===== config.mk =====
export PLATFORM = sky130hd
export DESIGN_NAME = bin_to_bcd
export DESIGN_NICKNAME = d
export VERILOG_FILES = /design/src/rtl/bin_to_bcd.sv
export SDC_FILE = /design/constraint.sdc
export NUM_CORES = 1
export LEC_CHECK = 0
export BUFFER_PORTS_ARGS = -buffer_cell sky130_fd_sc_hd__clkbuf_2
export CELL_PAD_IN_SITES_DETAIL_PLACEMENT = 0
export CELL_PAD_IN_SITES_GLOBAL_PLACEMENT = 2
export CORE_MARGIN = 5
export CORE_UTILIZATION = 39
export DETAILED_ROUTE_END_ITERATION = 8
export PLACE_DENSITY = 0.85
export SYNTH_ARGS = -nofsm -noshare
export SYNTH_HDL_FRONTEND = slang
export SYNTH_SLANG_ARGS = --single-unit

===== constraint.sdc =====
create_clock -name clk -period 14.9 [get_ports clk]
set_input_delay 0 -clock clk [delete_from_list [all_inputs] [get_ports clk]]
set_output_delay 0 -clock clk [all_outputs]
set_load 0.1 [all_outputs]

===== src/rtl/bin_to_bcd.sv =====
// Registered binary-to-BCD converter: combinational double-dabble core, one output register
// stage, saturating to all-nines with an overflow flag when the value needs more digits.
module bin_to_bcd #(
   parameter int unsigned BIN_W  = 14,
   parameter int unsigned DIGITS = 4
) (
   input  logic                  clk,
   input  logic                  rst_n,
   input  logic [BIN_W-1:0]      bin,
   input  logic                  in_valid,
   output logic [4*DIGITS-1:0]   bcd,
   output logic                  ovf,
   output logic                  out_valid
);

   // Every 3 input bits add less than one decimal digit (8 < 10), so this always holds the result.
   localparam int unsigned ConvDigits = (BIN_W + 2) / 3;

   function automatic int unsigned pow10_minus1(input int unsigned n);
      int unsigned p;
      p = 1;
      for (int unsigned k = 0; k < n; k++) p = p * 10;
      return p - 1;
   endfunction

   localparam int unsigned MaxVal = pow10_minus1(DIGITS);

   logic [4*ConvDigits-1:0] scratch;
   logic [BIN_W-1:0]        bin_sh;
   logic [4*DIGITS-1:0]     bcd_d, bcd_q;
   logic                    ovf_d, ovf_q;
   logic                    valid_q;

   always_comb begin
      scratch = '0;
      bin_sh  = bin;
      for (int unsigned i = 0; i < BIN_W; i++) begin
         for (int unsigned d = 0; d < ConvDigits; d++) begin
            if (scratch[4*d +: 4] >= 4'd5) scratch[4*d +: 4] = scratch[4*d +: 4] + 4'd3;
         end
         scratch = {scratch[4*ConvDigits-2:0], bin_sh[BIN_W-1]};
         bin_sh  = bin_sh << 1;
      end
   end

   always_comb begin
      ovf_d = (32'(bin) > MaxVal);
      bcd_d = ovf_d ? {DIGITS{4'h9}} : scratch[4*DIGITS-1:0];
   end

   always_ff @(posedge clk) begin
      if (!rst_n) begin
         bcd_q   <= '0;
         ovf_q   <= 1'b0;
         valid_q <= 1'b0;
      end else begin
         valid_q <= in_valid;
         if (in_valid) begin
            bcd_q <= bcd_d;
            ovf_q <= ovf_d;
         end
      end
   end

   assign bcd       = bcd_q;
   assign ovf       = ovf_q;
   assign out_valid = valid_q;

endmodule


==> results_tabular.tex <==
\begin{tabular}{lr}
\hline
Metric & Value \\
\hline
\multicolumn{2}{l}{\textbf{Timing}} \\
Highest clock rate & 94.8 MHz \\
RSZ-0062 raised after global routing & no \\
Relative slew slack & 36.0\% \\
Number of pins with negative max-slew slack in the final report & 0 \\
Worst path setup slack after routing & 4.35 ns \\
Max Clock Skew & 0 ns \\
Pin slew with the least headroom to its limit & 0.960 ns \\
Fraction of the cycle the final worst path needs & 70.8\% \\
Aggregate negative setup slack & 0 ns \\
Period minus WS final & 10.55 ns \\
Final setup vio count & 0 \\
Fin. Hold Viols & 0 \\
\multicolumn{2}{l}{\textbf{Critical path}} \\
Arrival time of the worst setup path & 10.69 ns \\
Worst setup SP type & input port \\
Class of the most critical setup path & input port to flip-flop \\
Endpoint class of the critical path & flip-flop \\
Longest individual stage delay on the worst path & 0.50 ns \\
Critical Path Fanout Max & 9 \\
Crit path required time & 15.04 ns \\
Reg2reg start & bcd[5]\$\_SDFFE\_PN0P\_ \\
Cell occurring most often along the worst timing path & ha\_1 \\
Slowest cell on crit path & xnor2\_1 \\
Launch point of the worst path & bin[12] \\
\multicolumn{2}{l}{\textbf{Detailed routing}} \\
Vias & 5146 \\
Antenna viol nets, final & 0 \\
DR pass1 iterations & 5 \\
Routed len/inst & 15.8 um \\
Vias per std cell & 6.35 \\
Drt total wl & 12.8 mm \\
Post-route DRC violation count & 0 \\
Detailed router's first-iteration violation count & 438 \\
\multicolumn{2}{l}{\textbf{Clock network}} \\
Buffers from clock root to sink, at most & 2 \\
TritonCTS clock tree & done \\
Number of H-tree branching levels & 1 \\
Clock Latency Late Sink & 0.25 ns \\
Hold buffer count at CTS & 0 \\
Clock-pin transition on the worst setup and hold timing paths & 0.05 ns \\
Clock root buffer master & clkbuf\_16 \\
Post-CTS setup repair buffer count & 0 \\
CTS resizes & 0 \\
Number of CTS-inserted buffers & 3 \\
Clk sink count & 18 \\
\multicolumn{2}{l}{\textbf{Placed design}} \\
Weighted congestion at the end of routability-driven global placement & 0.859 \\
Worst-case setup slack after placement & 4.21 ns \\
Dpl cells & 807 \\
Hpwl dp & 9.98 mm \\
Port bufs & 34 \\
\multicolumn{2}{l}{\textbf{Cells and area}} \\
Commonest non-fill, non-tap cells in the layout & nor2\_1 (60), o21ai\_0 (48), nand2\_1 (42) \\
Post-synthesis to final-layout area growth & 5.82\% \\
Non-filler cells, final & 811 \\
Diodes inserted & 0 \\
Register cell area after layout & 360 sq um \\
Most common cell after layout, fill and taps aside & nor2\_1 \\
Multi-input combinational cell area & 0.00412 sq mm \\
Filler cell count in the final layout & 1244 \\
Nets & 703 \\
Fraction of layout cells with a size suffix above 1 & 18.7\% \\
\multicolumn{2}{l}{\textbf{Global routing}} \\
Global-route usage over all layers & 17.0\% \\
Maximum number of pins on one net before global-route repair & 21 \\
Remaining global-route overflow & 0 \\
GR met1 Demand/Resource & 24.7\% \\
Number of global-route vias before repair & 4580 \\
Most congested layer reported by global routing & met2 \\
Antenna violations before repair & 0 \\
Met3 usage & 1.45\% \\
Met2 track demand over resource in global routing & 27.7\% \\
Wire length of the first global-routing pass & 21.6 mm \\
\multicolumn{2}{l}{\textbf{Synth}} \\
Number of warnings issued by yosys & 0 \\
Synthesized cell area & 0.00477 sq mm \\
Complex-gate fraction of the synthesized area & 45.5\% \\
Avg Cell Area, Syn & 7.24 sq um \\
Synthesized instance count & 659 \\
Share of async-settable or async-resettable flops after synthesis & 0\% \\
Nets in the synthesized netlist & 697 \\
Share of the synthesized netlist area taken by xor and xnor gates & 2.70\% \\
Combinational family with the most area after synthesis & compound AO/OA/AOI/OAI gates \\
Post-synth EDFFs & 0 \\
Dominant synthesized flop cell & dfxtp\_1 \\
Area fraction in and, or, nand and nor cells after synthesis & 26.6\% \\
Proportion of synthesized chip area in sequential cells & 7.55\% \\
Post-synthesis cell type count & 111 \\
Adder and majority gate portion of the synthesized area & 5.51\% \\
Register bit total from synthesis & 18 \\
Multiplexer share of the synthesized area & 5.90\% \\
\multicolumn{2}{l}{\textbf{Floorplan}} \\
Row count & 40 \\
Count of pins on the block boundary & 35 \\
Die Area & 0.0145 sq mm \\
Die span in x & 121 um \\
Core Area & 0.0120 sq mm \\
Initial core utilization & 39.7\% \\
Vertical extent of the die & 121 um \\
\multicolumn{2}{l}{\textbf{Worst hold path}} \\
Critical hold path startpoint & bin[0] \\
Path class of the lowest-slack min-delay path & input port to flip-flop \\
\multicolumn{2}{l}{\textbf{Run status}} \\
Result of the run & finished clean \\
\multicolumn{2}{l}{\textbf{Run}} \\
Max cap viols & 0 \\
\hline
\end{tabular}
per-stage QoR:
stage          area (sq um)  hold slack (ns)  util, %
5_1_grt                5050           0.0235     42.0
3_3_place_gp           4960            0.272     41.3
3_5_place_dp           4960            0.278     41.3
4_1_cts                5050           0.0215     42.0
2_1_floorplan          4770            0.185        -
6_report               5050           0.0205     42.0
worst paths after layout:
path / to / slack (ns) / depth (start not counted)
max reg2reg: bcd[5]$_SDFFE_PN0P_ / 13.86 / 3
min reg2reg: bcd[1]$_SDFFE_PN0P_ / 0.46 / 2
max: bcd[13]$_SDFFE_PN0P_ / 4.35 / 45
min: bcd[0]$_SDFFE_PN0P_ / 0.02 / 2
registers in the layout, summed over array words and instances (netlist names):
name and count:
bcd 16, ovf 1, out_valid 1
critical path: cells and delay by family:
| kind | cells | cell delay (ns) |
|---|---|---|
| muxes | 3 | 0.92 |
| buffers and inverters | 4 | 0.48 |
| adders and majority gates | 9 | 2.56 |
| xor gates and xnor gates | 4 | 1.12 |
| AOI/OAI and AO/OA | 13 | 2.92 |
| and+or+nand+nor | 12 | 2.65 |
synth_stat cells (6+ instances only):
library cell | count | share of area, %
buf_2 | 6 | 0.63
o22ai_1 | 7 | 0.92
xnor2_1 | 10 | 1.8
o21ai_0 | 48 | 5.0
a21oi_1 | 41 | 4.3
nand2_1 | 42 | 3.3
mux2i_1 | 17 | 3.6
o31a_1 | 6 | 1.1
and3_1 | 6 | 0.79
nand2b_1 | 8 | 1.0
nand4_1 | 12 | 1.6
o21a_1 | 7 | 1.1
dfxtp_1 | 18 | 7.6
o211a_1 | 7 | 1.5
inv_1 | 28 | 2.2
ha_1 | 21 | 5.5
nor2_1 | 60 | 4.7
a22oi_1 | 9 | 1.4
a31oi_1 | 8 | 1.0
o21ai_1 | 10 | 1.0
nor3_1 | 23 | 2.4
o211ai_1 | 14 | 2.2
clkbuf_1 | 22 | 1.7
mux2_2 | 6 | 1.4
nor4_1 | 13 | 1.7
a211oi_1 | 11 | 1.7
o31ai_1 | 6 | 0.94
a21o_1 | 8 | 1.3
nand3_1 | 13 | 1.4
or2_2 | 8 | 1.0
cells by family (layout without fill, tap and decap cells):
logic type,after synthesis,after routing
buffers and inverters,67,72
AOI/OAI and AO/OA,278,278
xor gates and xnor gates,13,13
DFF,18,18
and+or+nand+nor,236,236
adders and majority gates,21,21
muxes,26,26
metal layers:
metal / wire (um) / up-vias
li1: - / 2605
met1: 6380 / 2409
met2: 5860 / 122
met3: 451 / 10
met4: 146 / 0
met5: 0 / -
final cells by class:
type                            instances  share of cell area (%)
Multi-Input combinational cell        574                    81.5
Sequential cell                        18                    7.14
Tap cell                              147                    3.64
Timing Repair Buffer                   35                    3.52
Inverter                               33                    2.45
Clock buffer                            4                    1.76
Power is left out: the tool's default activity adds up to more than one toggle a clock period on the data nets, which glitch-free logic cannot reach.
